## config.mk

```make
export PLATFORM = sky130hd
export DESIGN_NAME = i2c_txn_sequencer
export DESIGN_NICKNAME = d
export VERILOG_FILES = /design/src/rtl/i2c_txn_sequencer.sv
export SDC_FILE = /design/constraint.sdc
export NUM_CORES = 1
export LEC_CHECK = 0
export ABC_AREA = 1
export BUFFER_PORTS_ARGS = -buffer_cell sky130_fd_sc_hd__buf_2
export CORE_AREA = 8 8 134 136
export CTS_BUF_LIST = sky130_fd_sc_hd__clkbuf_2
export CTS_CLUSTER_DIAMETER = 150
export DETAILED_ROUTE_END_ITERATION = 7
export DIE_AREA = 0 0 142 144
export GPL_TIMING_DRIVEN = 0
export PLACE_DENSITY = 0.73
export SLEW_MARGIN = 20
export SYNTH_ARGS = -nofsm -noshare
export SYNTH_HDL_FRONTEND = slang
export SYNTH_SLANG_ARGS = --single-unit
export TNS_END_PERCENT = 10
```

## constraint.sdc

```tcl
create_clock -name clk -period 3.85 [get_ports clk]
set_clock_uncertainty 0.15 [all_clocks]
set_input_delay 0.77 -clock clk [delete_from_list [all_inputs] [get_ports clk]]
set_output_delay 0.77 -clock clk [all_outputs]
set_load 0.05 [all_outputs]
```

## src/rtl/i2c_txn_sequencer.sv

```systemverilog
// Command front-end for the I2C controller: queues transaction requests, launches them
// one at a time on the en/busy handshake and returns one response (data or timeout) per command.
module i2c_txn_sequencer #(
    parameter int FIFO_DEPTH     = 4,
    parameter int TIMEOUT_CYCLES = 1000000,
    parameter int GAP_CYCLES     = 4
) (
    input  logic                        clk,
    input  logic                        rst_n,
    input  logic [1:0]                  cfg_mode,
    input  logic                        cmd_valid,
    output logic                        cmd_ready,
    input  logic [6:0]                  cmd_addr,
    input  logic [7:0]                  cmd_reg,
    input  logic                        cmd_rw,
    input  logic [15:0]                 cmd_data,
    output logic                        rsp_valid,
    input  logic                        rsp_ready,
    output logic [15:0]                 rsp_data,
    output logic                        rsp_rw,
    output logic                        rsp_timeout,
    output logic                        ctl_en,
    output logic [1:0]                  ctl_mode,
    output logic [6:0]                  ctl_peripheral_address,
    output logic [7:0]                  ctl_target_register,
    output logic                        ctl_rw,
    output logic [15:0]                 ctl_din,
    input  logic                        ctl_busy,
    input  logic [15:0]                 ctl_dout,
    output logic                        idle,
    output logic [$clog2(FIFO_DEPTH):0] fifo_level
);

    localparam int PTR_W = $clog2(FIFO_DEPTH);
    localparam int LVL_W = PTR_W + 1;
    localparam int WD_W  = $clog2(TIMEOUT_CYCLES);
    localparam int GAP_W = $clog2(GAP_CYCLES + 1);
    localparam logic [LVL_W-1:0] DEPTH_L  = LVL_W'(FIFO_DEPTH);
    localparam logic [WD_W-1:0]  WD_LAST  = WD_W'(TIMEOUT_CYCLES - 1);
    localparam logic [GAP_W-1:0] GAP_LAST = GAP_W'(GAP_CYCLES - 1);

    typedef enum logic [2:0] {
        IDLE    = 3'd0,
        LAUNCH  = 3'd1,
        ACTIVE  = 3'd2,
        CAPTURE = 3'd3,
        ABORT   = 3'd4,
        GAP     = 3'd5
    } state_t;

    typedef struct packed {
        logic [6:0]  addr;
        logic [7:0]  rgst;
        logic        rw;
        logic [15:0] data;
    } cmd_t;

    cmd_t             mem_q [FIFO_DEPTH];
    logic [PTR_W-1:0] wr_ptr_q, wr_ptr_d, rd_ptr_q, rd_ptr_d;
    logic [LVL_W-1:0] level_q, level_d;
    state_t           state_q, state_d;
    logic [WD_W-1:0]  wd_q, wd_d;
    logic [GAP_W-1:0] gap_q, gap_d;
    logic             busy_meta_q, busy_s_q;
    logic             push, pop;
    cmd_t             head;

    logic        ctl_en_q, ctl_en_d;
    logic [1:0]  ctl_mode_q, ctl_mode_d;
    logic [6:0]  ctl_addr_q, ctl_addr_d;
    logic [7:0]  ctl_reg_q, ctl_reg_d;
    logic        ctl_rw_q, ctl_rw_d;
    logic [15:0] ctl_din_q, ctl_din_d;
    logic        rsp_valid_q, rsp_valid_d;
    logic [15:0] rsp_data_q, rsp_data_d;
    logic        rsp_rw_q, rsp_rw_d;
    logic        rsp_timeout_q, rsp_timeout_d;

    assign cmd_ready = (level_q != DEPTH_L);
    assign push      = cmd_valid && cmd_ready;
    assign head      = mem_q[rd_ptr_q];

    always_comb begin
        pop           = 1'b0;
        state_d       = state_q;
        wd_d          = wd_q;
        gap_d         = '0;
        ctl_en_d      = ctl_en_q;
        ctl_mode_d    = ctl_mode_q;
        ctl_addr_d    = ctl_addr_q;
        ctl_reg_d     = ctl_reg_q;
        ctl_rw_d      = ctl_rw_q;
        ctl_din_d     = ctl_din_q;
        rsp_valid_d   = rsp_valid_q && !rsp_ready;
        rsp_data_d    = rsp_data_q;
        rsp_rw_d      = rsp_rw_q;
        rsp_timeout_d = rsp_timeout_q;

        unique case (state_q)
            IDLE: begin
                // A pending response blocks launches so responses never overwrite each other.
                if (level_q != '0 && !rsp_valid_q) begin
                    pop        = 1'b1;
                    ctl_addr_d = head.addr;
                    ctl_reg_d  = head.rgst;
                    ctl_rw_d   = head.rw;
                    ctl_din_d  = head.data;
                    ctl_mode_d = cfg_mode;
                    ctl_en_d   = 1'b1;
                    wd_d       = '0;
                    state_d    = LAUNCH;
                end
            end
            LAUNCH: begin
                if (busy_s_q) begin
                    wd_d    = '0;
                    state_d = ACTIVE;
                end else if (wd_q == WD_LAST) begin
                    ctl_en_d = 1'b0;
                    state_d  = ABORT;
                end else begin
                    wd_d = wd_q + WD_W'(1);
                end
            end
            ACTIVE: begin
                if (!busy_s_q) begin
                    ctl_en_d = 1'b0;
                    state_d  = CAPTURE;
                end else if (wd_q == WD_LAST) begin
                    ctl_en_d = 1'b0;
                    state_d  = ABORT;
                end else begin
                    wd_d = wd_q + WD_W'(1);
                end
            end
            CAPTURE: begin
                rsp_data_d    = ctl_dout;
                rsp_rw_d      = ctl_rw_q;
                rsp_timeout_d = 1'b0;
                rsp_valid_d   = 1'b1;
                state_d       = GAP;
            end
            ABORT: begin
                ctl_en_d      = 1'b0;
                rsp_data_d    = '0;
                rsp_rw_d      = ctl_rw_q;
                rsp_timeout_d = 1'b1;
                rsp_valid_d   = 1'b1;
                state_d       = GAP;
            end
            GAP: begin
                if (gap_q == GAP_LAST) begin
                    state_d = IDLE;
                end else begin
                    gap_d = gap_q + GAP_W'(1);
                end
            end
            default: state_d = IDLE;
        endcase

        wr_ptr_d = push ? wr_ptr_q + PTR_W'(1) : wr_ptr_q;
        rd_ptr_d = pop  ? rd_ptr_q + PTR_W'(1) : rd_ptr_q;
        unique case ({push, pop})
            2'b10:   level_d = level_q + LVL_W'(1);
            2'b01:   level_d = level_q - LVL_W'(1);
            default: level_d = level_q;
        endcase
    end

    always_ff @(posedge clk) begin
        if (!rst_n) begin
            state_q       <= IDLE;
            wr_ptr_q      <= '0;
            rd_ptr_q      <= '0;
            level_q       <= '0;
            wd_q          <= '0;
            gap_q         <= '0;
            busy_meta_q   <= 1'b0;
            busy_s_q      <= 1'b0;
            ctl_en_q      <= 1'b0;
            ctl_mode_q    <= '0;
            ctl_addr_q    <= '0;
            ctl_reg_q     <= '0;
            ctl_rw_q      <= 1'b0;
            ctl_din_q     <= '0;
            rsp_valid_q   <= 1'b0;
            rsp_data_q    <= '0;
            rsp_rw_q      <= 1'b0;
            rsp_timeout_q <= 1'b0;
        end else begin
            state_q       <= state_d;
            wr_ptr_q      <= wr_ptr_d;
            rd_ptr_q      <= rd_ptr_d;
            level_q       <= level_d;
            wd_q          <= wd_d;
            gap_q         <= gap_d;
            busy_meta_q   <= ctl_busy;
            busy_s_q      <= busy_meta_q;
            ctl_en_q      <= ctl_en_d;
            ctl_mode_q    <= ctl_mode_d;
            ctl_addr_q    <= ctl_addr_d;
            ctl_reg_q     <= ctl_reg_d;
            ctl_rw_q      <= ctl_rw_d;
            ctl_din_q     <= ctl_din_d;
            rsp_valid_q   <= rsp_valid_d;
            rsp_data_q    <= rsp_data_d;
            rsp_rw_q      <= rsp_rw_d;
            rsp_timeout_q <= rsp_timeout_d;
        end
    end

    // Storage needs no reset: the pointers alone define which entries are live.
    always_ff @(posedge clk) begin
        if (push) begin
            mem_q[wr_ptr_q] <= '{addr: cmd_addr, rgst: cmd_reg, rw: cmd_rw, data: cmd_data};
        end
    end

    assign ctl_en                 = ctl_en_q;
    assign ctl_mode               = ctl_mode_q;
    assign ctl_peripheral_address = ctl_addr_q;
    assign ctl_target_register    = ctl_reg_q;
    assign ctl_rw                 = ctl_rw_q;
    assign ctl_din                = ctl_din_q;
    assign rsp_valid              = rsp_valid_q;
    assign rsp_data               = rsp_data_q;
    assign rsp_rw                 = rsp_rw_q;
    assign rsp_timeout            = rsp_timeout_q;
    assign fifo_level             = level_q;
    assign idle                   = (state_q == IDLE) && (level_q == '0);

endmodule

```

; ---- After elaboration in Yosys (flattened, before gate mapping)
; Memory sizes are Yosys's and may differ from the RTL's. A register that Yosys moved wholly into a read port is not among the register bits.
; Cells that the tools add are included.
[totals]
mem_bits_rw = 128
in_bits = 55
wordCells = 81
n_memories = 1
out_inout_bits = 59
ff_bits = 57
[memory_table]
columns = memory, depth, width, read_ports, rd_ports_with_merged_regs, wr, line
row1 = mem_q, 4, 32, 1, 1, 1, 58  ; cmd_t mem_q [FIFO_DEPTH];
[classes]
muxes = 24
reduce_logical = 20
eq_ne = 14
n_bitwise = 2
add_sub_neg = 6
[ops]
columns = operator, n
row1 = 20-bit two-way mux, 4
row2 = 20-bit one-hot mux with 3 select lines, 1
row3 = 16-bit one-hot mux with 2 select lines, 1
row4 = "20-bit by 1-bit adder with 20-bit output, second input constant", 1
row5 = "20-bit equality test, second input constant", 1
row6 = 3-bit two-way mux, 5
row7 = 3-bit one-hot mux with 5 select lines, 1
row8 = "3-bit by 2-bit equality test with 1-bit output, second input constant", 3
row9 = 1-bit two-way mux, 9
row10 = "2-bit inequality test, second input constant", 4
row11 = "3-bit by 1-bit adder with 3-bit output, second input constant", 2
row12 = "3-bit equality test, second input constant", 2
row13 = 3-bit logical NOT, 2
row14 = 3-bit one-hot mux with 2 select lines, 1
row15 = 3-bit AND reduction, 2
row16 = 3-bit nonzero test, 2
row17 = "2-bit by 1-bit adder with 2-bit output, second input constant", 2
row18 = 1-bit logical AND, 4
row19 = 1-bit one-hot mux with 4 select lines, 1
row20 = 2-bit AND reduction, 2
row21 = 2-bit nonzero test, 2
row22 = 4-bit nonzero test, 1
row23 = "3-bit by 1-bit equality test with 1-bit output, second input constant", 1
row24 = 1-bit logical NOT, 3
row25 = 8 further kinds, 9

; ---- Depth between registers and ports, before layout
[logic_depth]
depth_word = 6
depth_mapped = 12
depth_no_buf = 11

; ---- Worst setup path before layout
; OpenSTA, ideal clock, no wires.
[synth_timing]
path_type = reg2reg
from = register level_q[1] (netlist: fifo_level[1])
to = memory mem_q[0][0] (netlist name), enable pin
arrival_ps = 2891
stages_incl_launch_ff = 5
setup_time_ps = 421
required_time_ps = 3279
path_slack_ps = 388
period_less_slack_ps = 3462
path_buffers = 0
path_cell_list = dfxtp_1 > inv_2 > nand3_1 > nand2_1 > nor2_1
[synth_via]
elab_chain_len = 4
[synth_lines]
columns = element, line
row1 = from (decl), 60  ; logic [LVL_W-1:0] level_q, level_d;
row2 = from (signal assigned), 194  ; level_q <= level_d;
row3 = 3-bit inequality test, 79  ; assign cmd_ready = (level_q != DEPTH_L);
row4 = net cmd_ready, 12  ; output logic cmd_ready,
row5 = 1-bit logical AND, 80  ; assign push = cmd_valid && cmd_ready;
row6 = 1-bit two-way mux, 214  ; if (push) begin
row7 = 1-bit two-way mux (implied by the code), 215  ; mem_q[wr_ptr_q] <= '{addr: cmd_addr, rgst: cmd_reg, rw: cmd_rw, data: cmd_data};
row8 = to (decl), 58
; The timed path passes the listed nets, and every way through them passes these cells.

; ---- Worst setup path in the final report
[layout_timing]
from = register state_q[1]
to = output port idle
[layout_via]
elab_chain_len = 2
[layout_lines]
columns = element, line
row1 = from (decl), 61  ; state_t state_q, state_d;
row2 = from (signal assigned), 191  ; state_q <= state_d;
row3 = 3-bit logical NOT, 230  ; assign idle = (state_q == IDLE) && (level_q == '0);
row4 = 1-bit logical AND, 230
row5 = to (decl), 30  ; output logic idle,
; Every way passes these cells.

==> summary.txt <==
STA
  • Final Hold Fails: 0
  • Final setup fails: 0
  • Final slew viol count: 0
  • RSZ-0062 raised after global routing: no
  • Final WS setup: 1.090 ns
  • Slew headroom: 48.02%
  • Tmin final: 2.760 ns
  • Fin crit share: 71.68%
  • Fmax: 0.3624 GHz
  • Setup TNS after final layout: 0 ns
  • Least-Margin Pin Slew: 0.7779 ns

Logic synthesis
  • Cell accounting for the most synthesized area: edfxtp_1
  • Area contributors post-synth: edfxtp_1 45%, dfxtp_1 21%, nor2_1 8.0%
  • Post-synth ARST share: 0%
  • Sequential area share after synthesis: 65.49%
  • Mean Syn Cell Area: 9.976 µm²
  • Synth unique cells: 33
  • Syn nets: 925
  • Post-synth top area share: 44.75%
  • Largest family of logic cells by synthesized area: simple AND/OR/NAND/NOR gates
  • Post-synthesis compound-gate area fraction: 11.78%
  • Synth Area in XOR/XNOR: 0.2039%
  • Post-Syn Instances: 861
  • Syn Std Cell Area: 8589 µm²
  • Register bit total from synthesis: 217
  • Post-synthesis mux area share: 0%
  • Top FF cell, synth: edfxtp_1
  • Post-synth top cells: 183 x nor2_1, 128 x edfxtp_1, 116 x o21ai_0, 106 x nand2_1, 89 x dfxtp_1
  • Synth Area in Simple Gates: 16.64%
  • Ys Warns: 0
  • Adder-cell area share of the yosys netlist: 1.398%
  • Post-synth EDFFs: 128
  • Count leader, synth: nor2_1

Floorplanning
  • Initial Utilization: 53.50%
  • Core area: 16,050 µm²
  • Row count: 47
  • Die H: 144 µm
  • I/O pin count: 114
  • Die area: 20,450 µm²
  • Die Wd: 142 µm

GRT
  • First-pass GRT wire length: 33,510 µm
  • Number of global-route vias before repair: 6,768
  • GRT Overall Usage: 20.87%
  • Largest net degree at the start of global routing: 23
  • Initial antenna violation count: 0
  • Grt total ovfl: 0

Placement
  • Cells after DPL: 1,198
  • Port Buffer Count: 113
  • GPL Wtd Cong: 0.8635
  • Final HPWL DP: 13,710 µm
  • Place WS: 1.136 ns

Routing
  • TritonRoute pass-1 iters: 5
  • Wirelength per Cell: 15.93 µm
  • Number of DRC markers in iteration 0: 430
  • Vias: 6,818
  • Post-route DRC: 0
  • DRT antenna net count: 0
  • Routed WL: 21,150 µm
  • Drt via density: 5.138

Pwr
  • Total power: 7137 µW
  • Clock share of power: 21.1%
  • Switching power: 3071 µW
  • Power Internal: 4066 µW
  • Power density over the cells: 688.4 nW/µm²
  • VDD IR max: 0.4002 mV
  • Sequential share of power: 41.0%
  • Sw Ratio: 43.03%
  • Lkg Pwr: 0.004091 µW
  • Gate power share: 37.9%

Layout
  • Fin nets: 1,128
  • ANT cells: 0
  • P&R area growth vs syn: 20.71%
  • Fill count: 1,316
  • Share of cells above drive strength 1: 21.23%
  • Final Util: 64.59%
  • Finished Layout Cells: 1,327

Min path
  • Hold WC Path Type: primary input to flip-flop

CTS
  • Postcts setup bufs: 0
  • Latest clock arrival within the worst-skew pair: 0.79 ns
  • CTS Buf Count: 52
  • Htree depth: 2
  • TritonCTS sink count: 217
  • CTS root buf: clkbuf_2
  • CTS clk-pin slew, worst paths: 0.10 ns
  • CTS tree: done
  • Max clock buf depth: 3

Setup path
  • CP Class: flip-flop to output pin
  • CP endpoint kind: output pin
  • Arr. time, crit path: 1.84 ns
  • CP startpoint kind: flip-flop
  • Required @ worst endpoint: 2.93 ns
  • CP Max Fanout: 6

Job
  • Max_cap viols: 0

Outcome
  • Outcome: finished clean
## final cells by class
class                      count  area (µm²)  area share (%)
inverter                      57       214.0           2.063
timing repair buffer         149       980.9           9.461
clock inverter                24       127.6           1.231
sequential                   217        5625           54.25
multi-input combinational    547        2609           25.16
tap                          220       275.3           2.655
clock buffer                  73       365.4           3.524
buffer                        40       171.4           1.653
## metal layers
layer	track usage, %	wire length, µm
met1	23.73	8464
met2	36.62	10540
met3	5.513	1643
met4	8.705	493
met5	0	0
## metrics by stage
stage	hold slack [ns]	instance area (µm²)
floorplan	0.2405	8589
global placement	0.2520	9430
detailed placement	0.2599	9555
CTS	0.001570	10360
global route	0.01268	10370
finish	0.07279	10370
## cell families (layout without fill, tap and decap cells)
| group | Yosys count | in the layout |
|---|---|---|
| compound gates | 191 | 191 |
| xor+xnor | 2 | 2 |
| fa+ha+maj | 9 | 9 |
| flops | 217 | 217 |
| simple gates | 345 | 345 |
| buf+inv | 97 | 343 |
## path summary, 6_finish.rpt
check | from | to | slack [ns] | cells after the start
max | state_q[1] | idle | 1.09 | 4
min | cfg_mode[0] | ctl_mode[0] | 0.07 | 3
max reg2reg | fifo_level[2] | fifo_level[2] | 1.16 | 12
min reg2reg | busy_meta_q | busy_s_q | 0.28 | 2
## power by group through the flow
stage / combinational [µW] / sequential (µW) / clock [µW]
floorplan: 1350 / 3460 / 0
global placement: 2590 / 2980 / 0
detailed placement: 2680 / 2970 / 0
CTS: 2710 / 2920 / 1530
global route: 2960 / 2960 / 1660
finish: 2710 / 2930 / 1500
## worst max-delay path, cell delays in order (launching register included)
cell     delay [ns]
dfxtp_1        0.37
nor2_2         0.18
nand2_2        0.13
nor2_1         0.11
buf_2          0.29
## state kept, by name, indices dropped and copies added, names as in the netlist, 2 cells and up
| signal | cells |
|---|---|
| ctl_target_register | 8 |
| wd_q | 20 |
| state_q | 3 |
| rsp_data | 16 |
| mem_q | 128 |
| ctl_peripheral_address | 7 |
| gap_q | 3 |
| ctl_mode | 2 |
| rd_ptr_q | 2 |
| ctl_din | 16 |
| fifo_level | 3 |
| wr_ptr_q | 2 |
## placed cells by master (no fill, tap or decap), types with 25 or more instances in the layout
| cell | count |
|---|---|
| nand2_1 | 106 |
| dlygate4sd3_1 | 32 |
| a21oi_1 | 35 |
| inv_1 | 49 |
| nor2_1 | 179 |
| dfxtp_1 | 89 |
| clkbuf_1 | 25 |
| clkbuf_2 | 73 |
| buf_2 | 121 |
| edfxtp_1 | 128 |
| a31oi_1 | 34 |
| o21ai_0 | 116 |
## timing repair
| item | 4_1_cts | 5_1_grt |
|---|---|---|
| hold endpoints to repair | 116 | 2 |
| hold buffers | 31 | 1 |
| gates resized for setup | 0 | 0 |
Note: power is estimated with default switching activity, not from simulation.
